### src/rtl/atd_rx_ctrl_pkg.sv
// atd_ctrl_pkg: shared types and default constants for the ATD receive
// sequencer.
//   atd_rx_state_t : controller state (IDLE, RECEIVE, HOLD)
//   ATD_NUM_BITS   : default bits per block (shift register width)
//   ATD_TIMEOUT    : default maximum idle gap between bits, in clk cycles
package atd_ctrl_pkg;

  typedef enum logic [1:0] {
    IDLE    = 2'd0,
    RECEIVE = 2'd1,
    HOLD    = 2'd2
  } atd_rx_state_t;

  localparam int ATD_NUM_BITS = 128;
  localparam int ATD_TIMEOUT  = 1024;

endpackage

### src/rtl/atd_rx_ctrl_if.sv
// atd_rx_ctrl_if: control/status bundle between the serial front end plus
// block consumer (master) and the receive sequencer (slave).
//   frame_start, bit_valid, block_ack, abort     : master -> slave
//   ATD_shift_enable, block_ready, bit_count,
//   busy, overrun_err, timeout_err               : slave -> master
interface atd_rx_ctrl_if
  import atd_ctrl_pkg::*;
#(
  parameter int NUM_BITS = ATD_NUM_BITS
);

  localparam int CW = $clog2(NUM_BITS + 1);

  logic          frame_start;
  logic          bit_valid;
  logic          block_ack;
  logic          abort;
  logic          ATD_shift_enable;
  logic          block_ready;
  logic [CW-1:0] bit_count;
  logic          busy;
  logic          overrun_err;
  logic          timeout_err;

  modport master (
    output frame_start, bit_valid, block_ack, abort,
    input  ATD_shift_enable, block_ready, bit_count, busy,
           overrun_err, timeout_err
  );

  modport slave (
    input  frame_start, bit_valid, block_ack, abort,
    output ATD_shift_enable, block_ready, bit_count, busy,
           overrun_err, timeout_err
  );

endinterface

### src/rtl/atd_rx_ctrl_flex_counter.sv
// flex_counter: up-counter with synchronous clear, count enable and a
// programmable terminal value. The count saturates at rollover_val instead
// of wrapping, so rollover_flag stays high until the counter is cleared.
//   clk, n_rst    : clock, async active-low reset
//   clear         : synchronous clear to 0 (wins over count_enable)
//   count_enable  : advance by one per cycle
//   rollover_val  : terminal count
//   rollover_flag : count has reached rollover_val
module flex_counter #(
  parameter int WIDTH = 4
) (
  input  logic             clk,
  input  logic             n_rst,
  input  logic             clear,
  input  logic             count_enable,
  input  logic [WIDTH-1:0] rollover_val,
  output logic             rollover_flag
);

  logic [WIDTH-1:0] count_q;

  always_ff @(posedge clk or negedge n_rst) begin
    if (!n_rst) begin
      count_q <= '0;
    end else if (clear) begin
      count_q <= '0;
    end else if (count_enable && (count_q != rollover_val)) begin
      count_q <= count_q + WIDTH'(1);
    end
  end

  assign rollover_flag = (count_q == rollover_val);

endmodule

### src/rtl/atd_rx_ctrl.sv
// atd_rx_ctrl: receive sequencer for the ATD serial-to-parallel shift
// register. Gates the shift enable, counts bits into fixed-length blocks,
// holds the finished block until acknowledged and flags overrun/timeout.
//   clk, n_rst : clock, async active-low reset
//   bus        : atd_rx_ctrl_if slave modport (strobes in, status out)
//
//   state   | meaning
//   --------+-----------------------------------------------------------
//   IDLE    | no block in progress; bits ignored
//   RECEIVE | shifting bits in; idle-gap timer running
//   HOLD    | block complete, ATD_parallel frozen until block_ack
module atd_rx_ctrl
  import atd_ctrl_pkg::*;
#(
  parameter int NUM_BITS       = ATD_NUM_BITS,
  parameter int TIMEOUT_CYCLES = ATD_TIMEOUT
) (
  input logic          clk,
  input logic          n_rst,
  atd_rx_ctrl_if.slave bus
);

  localparam int            CW      = $clog2(NUM_BITS + 1);
  localparam int            TW      = $clog2(TIMEOUT_CYCLES);
  localparam logic [CW-1:0] FULL    = CW'(NUM_BITS);
  localparam logic [TW-1:0] TO_LAST = TW'(TIMEOUT_CYCLES - 1);

  atd_rx_state_t state_q, state_d;
  logic [CW-1:0] bit_count_q, bit_count_d;
  logic          overrun_q, overrun_d;
  logic          timeout_q, timeout_d;
  logic          to_clear;
  logic          to_enable;
  logic          to_expired;

  // Any accepted bit, resync or leaving RECEIVE restarts the gap timer.
  assign to_clear  = (state_q != RECEIVE) || bus.abort || bus.frame_start ||
                     bus.bit_valid;
  assign to_enable = (state_q == RECEIVE);

  flex_counter #(
    .WIDTH (TW)
  ) u_timeout (
    .clk           (clk),
    .n_rst         (n_rst),
    .clear         (to_clear),
    .count_enable  (to_enable),
    .rollover_val  (TO_LAST),
    .rollover_flag (to_expired)
  );

  always_comb begin
    state_d     = state_q;
    bit_count_d = bit_count_q;
    overrun_d   = overrun_q;
    timeout_d   = timeout_q;
    if (bus.abort) begin
      state_d     = IDLE;
      bit_count_d = '0;
      overrun_d   = 1'b0;
      timeout_d   = 1'b0;
    end else begin
      case (state_q)
        IDLE: begin
          if (bus.frame_start) begin
            state_d     = RECEIVE;
            bit_count_d = '0;
          end
        end
        RECEIVE: begin
          if (bus.frame_start) begin
            // A bit arriving with the resync is the new frame's first bit.
            bit_count_d = bus.bit_valid ? CW'(1) : '0;
            if (bus.bit_valid && (FULL == CW'(1))) state_d = HOLD;
          end else if (bus.bit_valid) begin
            bit_count_d = bit_count_q + CW'(1);
            if ((bit_count_q + CW'(1)) == FULL) state_d = HOLD;
          end else if (to_expired) begin
            state_d     = IDLE;
            bit_count_d = '0;
            timeout_d   = 1'b1;
          end
        end
        HOLD: begin
          if (bus.block_ack) begin
            bit_count_d = '0;
            state_d     = bus.frame_start ? RECEIVE : IDLE;
          end else if (bus.bit_valid || bus.frame_start) begin
            overrun_d = 1'b1;
          end
        end
        default: begin
          state_d     = IDLE;
          bit_count_d = '0;
        end
      endcase
    end
  end

  always_ff @(posedge clk or negedge n_rst) begin
    if (!n_rst) begin
      state_q     <= IDLE;
      bit_count_q <= '0;
      overrun_q   <= 1'b0;
      timeout_q   <= 1'b0;
    end else begin
      state_q     <= state_d;
      bit_count_q <= bit_count_d;
      overrun_q   <= overrun_d;
      timeout_q   <= timeout_d;
    end
  end

  assign bus.ATD_shift_enable = bus.bit_valid && (state_q == RECEIVE) &&
                                !bus.abort;
  assign bus.block_ready      = (state_q == HOLD);
  assign bus.busy             = (state_q != IDLE);
  assign bus.bit_count        = bit_count_q;
  assign bus.overrun_err      = overrun_q;
  assign bus.timeout_err      = timeout_q;

endmodule
### src/flat_wrapper.sv
// flat-port wrapper written by rule: the top's interface ports become plain ports
module atd_rx_ctrl_flat import atd_ctrl_pkg::*;
#(
  parameter int NUM_BITS       = ATD_NUM_BITS,
  parameter int TIMEOUT_CYCLES = ATD_TIMEOUT
)
  (clk, n_rst, bus_frame_start, bus_bit_valid, bus_block_ack, bus_abort, bus_ATD_shift_enable, bus_block_ready, bus_bit_count, bus_busy, bus_overrun_err, bus_timeout_err);
  atd_rx_ctrl_if #(.NUM_BITS(NUM_BITS)) bus_i ();
  input logic clk;
  input logic n_rst;
  input wire logic [$bits(bus_i.frame_start)-1:0] bus_frame_start;
  input wire logic [$bits(bus_i.bit_valid)-1:0] bus_bit_valid;
  input wire logic [$bits(bus_i.block_ack)-1:0] bus_block_ack;
  input wire logic [$bits(bus_i.abort)-1:0] bus_abort;
  output wire logic [$bits(bus_i.ATD_shift_enable)-1:0] bus_ATD_shift_enable;
  output wire logic [$bits(bus_i.block_ready)-1:0] bus_block_ready;
  output wire logic [$bits(bus_i.bit_count)-1:0] bus_bit_count;
  output wire logic [$bits(bus_i.busy)-1:0] bus_busy;
  output wire logic [$bits(bus_i.overrun_err)-1:0] bus_overrun_err;
  output wire logic [$bits(bus_i.timeout_err)-1:0] bus_timeout_err;
  assign bus_i.frame_start = bus_frame_start;
  assign bus_i.bit_valid = bus_bit_valid;
  assign bus_i.block_ack = bus_block_ack;
  assign bus_i.abort = bus_abort;
  assign bus_ATD_shift_enable = bus_i.ATD_shift_enable;
  assign bus_block_ready = bus_i.block_ready;
  assign bus_bit_count = bus_i.bit_count;
  assign bus_busy = bus_i.busy;
  assign bus_overrun_err = bus_i.overrun_err;
  assign bus_timeout_err = bus_i.timeout_err;
  atd_rx_ctrl #(.NUM_BITS(NUM_BITS), .TIMEOUT_CYCLES(TIMEOUT_CYCLES)) u_core (.clk(clk), .n_rst(n_rst), .bus(bus_i));
endmodule
### config.mk
export PLATFORM = sky130hd
export DESIGN_NAME = atd_rx_ctrl_flat
export DESIGN_NICKNAME = d
export VERILOG_FILES = /design/src/rtl/atd_rx_ctrl_pkg.sv /design/src/rtl/atd_rx_ctrl_if.sv /design/src/rtl/atd_rx_ctrl_flex_counter.sv /design/src/rtl/atd_rx_ctrl.sv /design/src/flat_wrapper.sv
export SDC_FILE = /design/constraint.sdc
export NUM_CORES = 1
export LEC_CHECK = 0
export ABC_AREA = 1
export CAP_MARGIN = 20
export CORE_ASPECT_RATIO = 1.2
export CORE_MARGIN = 2
export CORE_UTILIZATION = 32
export CTS_BUF_LIST = sky130_fd_sc_hd__clkbuf_2
export DETAILED_ROUTE_END_ITERATION = 8
export GPL_TIMING_DRIVEN = 0
export SKIP_LAST_GASP = 1
export SLEW_MARGIN = 25
export SYNTH_ARGS = -nofsm -noshare
export SYNTH_HDL_FRONTEND = slang
export SYNTH_SLANG_ARGS = --single-unit
### constraint.sdc
create_clock -name clk -period 3.7 [get_ports clk]
set_input_delay 0.74 -clock clk [delete_from_list [all_inputs] [get_ports clk]]
set_output_delay 0.74 -clock clk [all_outputs]
set_load 0.005 [all_outputs]
==> results of run 1 <==
critical path, cell delays in order:
cell and delay [ns]:
clkdlybuf4s50_1 0.47, inv_1 0.11, nor2_1 0.13, nand2_1 0.08, inv_1 0.13, clkdlybuf4s50_1 0.53
metrics by stage:
stage | util (%) | cell area, µm² | power, mW
2_1_floorplan | - | 1370 | 0.377
3_3_place_gp | 38.5 | 1620 | 0.433
3_5_place_dp | 38.4 | 1610 | 0.433
4_1_cts | 39.5 | 1660 | 0.608
5_1_grt | 39.5 | 1660 | 0.637
6_report | 39.5 | 1660 | 0.595
report_power, final:
group / leakage (nW) / switching [mW] / internal, mW / total, mW
clock network: 0.0266 / 0.0759 / 0.0932 / 0.169
registers: 0.305 / 0.0171 / 0.254 / 0.271
logic: 0.458 / 0.0947 / 0.0594 / 0.154
total: 0.789 / 0.188 / 0.407 / 0.595
state kept, by name (all words and copies together), names as in the netlist:
register,count
u_core.bus.bit_count,8
u_core.u_timeout.count_q,10
u_core.bus.overrun_err,1
u_core.bus.timeout_err,1
u_core.state_q,2
worst paths after layout:
check	start	end	slack (ns)	cells after the start
worst max-delay path	bus_bit_valid	bus_ATD_shift_enable	0.76	6
worst min-delay path	n_rst	u_core.bus.bit_count[0]	0.32	1
worst max register to register	u_core.u_timeout.count_q[0]	u_core.bus.bit_count[3]	2.05	10
worst min register to register	u_core.bus.timeout_err	u_core.bus.timeout_err	0.53	2
max in group asynchronous	n_rst	u_core.bus.bit_count[2]	3.01	1
min in group clk	u_core.bus.timeout_err	u_core.bus.timeout_err	0.53	2
layout make-up:
type                    instances  area (µm²)  share of cell area (%)
clock buffers                   3        15.0                   0.906
flip-flops and latches         22         551                    33.2
inverters                      26        97.6                    5.89
multi-input cells             120         718                    43.4
repair buffers                 18         175                    10.6
clock inverters                 1        30.0                    1.81
well taps                      56        70.1                    4.23
cell usage after synthesis:
cell type  number  area, µm²
a21oi_1         5       25.0
a31oi_1         2       12.5
and3_1          1       6.26
clkinv_1        1       3.75
dfrtp_1        22        551
ha_1            2       25.0
inv_1          17       63.8
inv_2           8       30.0
mux2i_1         1       10.0
nand2_1        40        150
nand2_2         6       37.5
nand2_4         2       22.5
nand3_1        13       65.1
nand3_2         2       20.0
nand3_4         1       17.5
nand4_1         1       6.26
nand4_2         1       12.5
nor2_1         11       41.3
nor2_2          2       12.5
nor2_4          2       22.5
nor2_8          3       60.1
nor3_1          2       10.0
nor3_2          1       10.0
o21ai_0         5       25.0
o21ai_1         5       25.0
o21ai_2         5       43.8
o31ai_1         3       22.5
xnor2_1         2       17.5
xor2_1          2       17.5
cell families (layout without fill, tap and decap cells):
| kind of cell | count (synthesis) | count (layout) | synth area share (%) |
|---|---|---|---|
| simple gates | 88 | 88 | 36.2 |
| buf+inv | 26 | 48 | 7.14 |
| compound gates | 25 | 25 | 11.3 |
| flops | 22 | 22 | 40.3 |
| xor+xnor | 4 | 4 | 2.56 |
| fa+ha+maj | 2 | 2 | 1.83 |
| mux | 1 | 1 | 0.733 |
routing by layer:
metal | GRT usage, % | vias to the layer above | wire, µm
li1 | - | 590 | -
met5 | 0 | - | 0
met3 | 2.95 | 2 | 130
met4 | 4.35 | 0 | 13
met2 | 21.9 | 17 | 1340
met1 | 15.9 | 513 | 1260
==> flow_summary.json, run 1 <==
{
  "die_area_um2": 4810,
  "post_cts_resize_count": 0,
  "crit_arrival_ns": 2.20,
  "postCtsHoldBufs": 0,
  "core_um2": 4200,
  "cts_buffer_depth": 2,
  "finClkSkew_ns": 0.0304,
  "setup.worst_path.end_class": "output port",
  "worst_pin_slew_ns": 0.508,
  "syn_inst": 168,
  "first_global_vias": 1087,
  "synth_nets": 176,
  "fillers": 446,
  "path_class": "input pin to output port",
  "clkTransAtPathRegs_ns": 0.24,
  "gp_congestion": 0.830,
  "syn_area_per_cell_um2": 8.13,
  "n_antenna_cell": 0,
  "tns_ns": 0,
  "synth-seq-cells": 22,
  "setup_ws_ns": 0.756,
  "layout-drive-gt1-share_pct": 20.0,
  "cts_setup_buffers": 0,
  "p_leak_nw": 0.789,
  "syn_area_um2": 1370,
  "vias_per_cell": 4.56,
  "ios": 19,
  "port_buffers": 18,
  "drt_pass1_iterations": 4,
  "fp.dieW_um": 63.7,
  "dpl.hpwl_um": 2100,
  "final_common_cell": "nand2_1",
  "clock_latency_ns": 0.34,
  "critPathMaxFanout": 5,
  "stdcell_count": 246,
  "final_cell_mix": "nand2_1, dfrtp_1, inv_1, clkdlybuf4s50_1, nand3_1",
  "drv_cap": 0,
  "hold_viol_final": 0,
  "power_density_nw_per_um2": 359,
  "synthDistinctLibCells": 29,
  "start_util_pct": 32.6,
  "finalSetupViolations": 0,
  "ir_worst_vdd_mv": 0.126,
  "cts_buffers": 3,
  "timing.fmax_mhz": 340,
  "grt.overflow.total": 0,
  "cts_num_sinks": 22,
  "critPathRequiredTime_ns": 2.96,
  "outcome": "finished, final reports clean",
  "drc": 0,
  "drtIter0Drc": 47,
  "final.min_clock_period_ns": 2.94,
  "area_growth_syn_to_layout_pct": 21.2,
  "dp.cells": 242,
  "worst_hold_path_type": "input pin to async pin",
  "grt_usage_pct": 12.7,
  "slew_violations": 0,
  "die_h_um": 75.6,
  "yosysWarnings": 0,
  "place_ws_ns": 0.769,
  "vias": 1122,
  "slew_headroom_pct": 66.1,
  "finalNetCount": 199,
  "grt_pass1_wl_um": 4800,
  "rsz0062_at_grt": "false",
  "fin_crit_sh_pct": 79.6,
  "wl_um": 2740,
  "num_rows": 26,
  "crit_path_start_kind": "input pin",
  "cts_tree": "yes",
  "ant_nets": 0,
  "hold_ws_ns": 0.321,
  "grt_antenna_before_repair": 0,
  "post_drt_wl_per_cell_um": 11.1,
  "grt_max_degree": 23,
  "h-tree-depth": 1,
  "ctsRootBufferMaster": "clkbuf_2",
  "yosysSeqAreaShare_pct": 40.3
}
No activity file was read; power rests on OpenSTA's default activity.
==> inputs of run 2 (changes only) <==
==> constraint.sdc (replaced) <==
create_clock -name clk -period 2.7 [get_ports clk]
set_input_delay 0.54 -clock clk [delete_from_list [all_inputs] [get_ports clk]]
set_output_delay 0.54 -clock clk [all_outputs]
set_load 0.005 [all_outputs]
==> results of run 2 <==
The final DEF is identical to that of run 1. Status: finished, final reports clean.
Among the figures that moved: setup slack after placement 0.769 ns -> 0.169 ns; setup slack after layout 0.756 ns -> 0.156 ns; hold slack 0.321 ns -> 0.121 ns; register-to-register setup slack 2.05 ns -> 1.05 ns; total power 0.595 mW -> 0.815 mW; worst IR drop on VDD 0.126 mV -> 0.172 mV
==> inputs of run 3 (changes only) <==
--- a/config.mk
+++ b/config.mk
@@ -9,10 +9,11 @@
 export CAP_MARGIN = 20
 export CORE_ASPECT_RATIO = 1.2
 export CORE_MARGIN = 2
-export CORE_UTILIZATION = 32
+export CORE_UTILIZATION = 51
 export CTS_BUF_LIST = sky130_fd_sc_hd__clkbuf_2
 export DETAILED_ROUTE_END_ITERATION = 8
 export GPL_TIMING_DRIVEN = 0
+export PLACE_DENSITY = 0.78
 export SKIP_LAST_GASP = 1
 export SLEW_MARGIN = 25
 export SYNTH_ARGS = -nofsm -noshare
==> run 3 against run 2 <==
  * Global-route usage up 7.6 points
  * Sequential power about the same
  * First-iteration DRC count down 60%
  * Clock power up 4%
  * Non-clock buffer count unchanged
  * Sequential share of layout area up 0.59 points
  * Wire length up 2.6%
  * Clock skew down 0.012 ns
  * Die area down 35%
  * Largest cell class unchanged
  * Cell count down 9.3%
==> flow_summary.json, run 3 (synthesis results as in run 1) <==
{
  "grt_antenna_before_repair": 0,
  "post_cts_resize_count": 0,
  "finalSetupViolations": 0,
  "p_leak_nw": 0.789,
  "ios": 19,
  "top_register": "u_core.u_timeout.count_q",
  "worst_pin_slew_ns": 0.509,
  "fillers": 248,
  "postCtsHoldBufs": 0,
  "grt_pass1_wl_um": 4710,
  "setup.worst_path.end_class": "output port",
  "reg2reg_depth": 10,
  "r2r_slack_ns": 1.09,
  "grt_max_degree": 23,
  "cts_num_sinks": 22,
  "final.min_clock_period_ns": 2.46,
  "timing.fmax_mhz": 407,
  "endpoint": "bus_ATD_shift_enable",
  "finClkSkew_ns": 0.0189,
  "drv_cap": 0,
  "rsz0062_at_grt": "false",
  "num_rows": 20,
  "top_layer": "met4",
  "cts_buffers": 3,
  "finalNetCount": 199,
  "start_util_pct": 53.5,
  "die_area_um2": 3110,
  "slew_violations": 0,
  "grt_usage_pct": 20.3,
  "path_class": "input pin to output port",
  "wl_um": 2810,
  "stdcell_count": 223,
  "wl_met1_um": 1180,
  "fin_crit_sh_pct": 91.1,
  "dp.cells": 219,
  "final_common_cell": "nand2_1",
  "power_density_nw_per_um2": 508,
  "clkTransAtPathRegs_ns": 0.25,
  "ir_worst_vdd_mv": 0.464,
  "outcome": "finished, final reports clean",
  "cts_setup_buffers": 0,
  "clock_latency_ns": 0.36,
  "final_cell_mix": "nand2_1, dfrtp_1, inv_1, clkdlybuf4s50_1, nand3_1",
  "crit_arrival_ns": 1.92,
  "cts_tree": "yes",
  "ctsRootBufferMaster": "clkbuf_2",
  "met2_length_um": 1520,
  "ant_nets": 0,
  "dr_wl_met3_um": 69,
  "worst_hold_path_type": "input pin to async pin",
  "post_drt_wl_per_cell_um": 12.6,
  "core_um2": 2550,
  "dpl.hpwl_um": 2190,
  "crit_path_start_kind": "input pin",
  "drc": 0,
  "hold_viol_final": 0,
  "port_buffers": 18,
  "grt.overflow.total": 0,
  "regToRegStartpoint": "u_core.bus.bit_count[1]",
  "gp_congestion": 0.765,
  "area_growth_syn_to_layout_pct": 19.1,
  "drt_pass1_iterations": 4,
  "vias_per_cell": 5.31,
  "die_h_um": 60.7,
  "cts_buffer_depth": 2,
  "first_global_vias": 1149,
  "dpl_cell_area_um2": 1590,
  "slew_headroom_pct": 66.1,
  "tns_ns": 0,
  "r2r-end": "u_core.state_q[0]",
  "n_antenna_cell": 0,
  "h-tree-depth": 1,
  "crit_start": "bus_bit_valid",
  "finalCoreUtilization_pct": 63.8,
  "critPathRequiredTime_ns": 2.16,
  "drtIter0Drc": 19,
  "largest_reg_flops": 10,
  "vias": 1184,
  "critPathMaxFanout": 5,
  "layout-drive-gt1-share_pct": 20.0,
  "design_area_um2": 1630,
  "fp.dieW_um": 51.3
}
-- run 3: cell counts in the layout (fill, tap and decap cells not counted) --
No cell type changed its count.
-- run 3: worst min-delay path by stage --
stage | start | endpoint | cells past startpoint
2_1_floorplan | n_rst | u_core.bus.bit_count[0] | 0
3_3_place_gp | u_core.bus.overrun_err | u_core.bus.overrun_err | 2
3_5_place_dp | u_core.bus.timeout_err | u_core.bus.timeout_err | 2
4_1_cts | u_core.bus.timeout_err | u_core.bus.timeout_err | 2
5_1_grt | n_rst | u_core.bus.timeout_err | 1
6_report | n_rst | u_core.bus.timeout_err | 1
-- run 3: power breakdown --
group          switching [mW]  internal, mW
combinational           0.131        0.0814
clock                   0.115         0.128
sequential             0.0235         0.349
total                   0.269         0.558
-- run 3: metal layers --
| layer | vias to the layer above | global-route usage [%] |
|---|---|---|
| met4 | 0 | 8.27 |
| li1 | 584 | - |
| met3 | 4 | 2.22 |
| met1 | 578 | 22.2 |
| met2 | 18 | 39.7 |
| met5 | - | 0 |
-- run 3: through the flow --
stage / setup WS, ns / hold slack, ns / total power [mW]
6_report: 0.241 / 0.101 / 0.826
4_1_cts: 0.223 / 0.537 / 0.831
2_1_floorplan: 1.27 / 0.244 / 0.517
3_3_place_gp: 0.222 / 0.481 / 0.584
3_5_place_dp: 0.238 / 0.486 / 0.591
5_1_grt: 0.119 / 0.132 / 0.861
-- run 3: cell type report --
class	count	area, µm²	share of cell area, %
multi-input combinational	120	718	44.1
clock inverter	1	30.0	1.84
inverter	26	97.6	6.00
timing repair buffer	18	175	10.8
sequential	22	551	33.8
tap	33	41.3	2.54
clock buffer	3	15.0	0.922
-- run 3: worst max-delay path, cell delays in order --
cell	delay [ns]
clkdlybuf4s50_1	0.45
inv_1	0.11
nor2_1	0.11
nand2_1	0.07
inv_1	0.12
clkdlybuf4s50_1	0.52
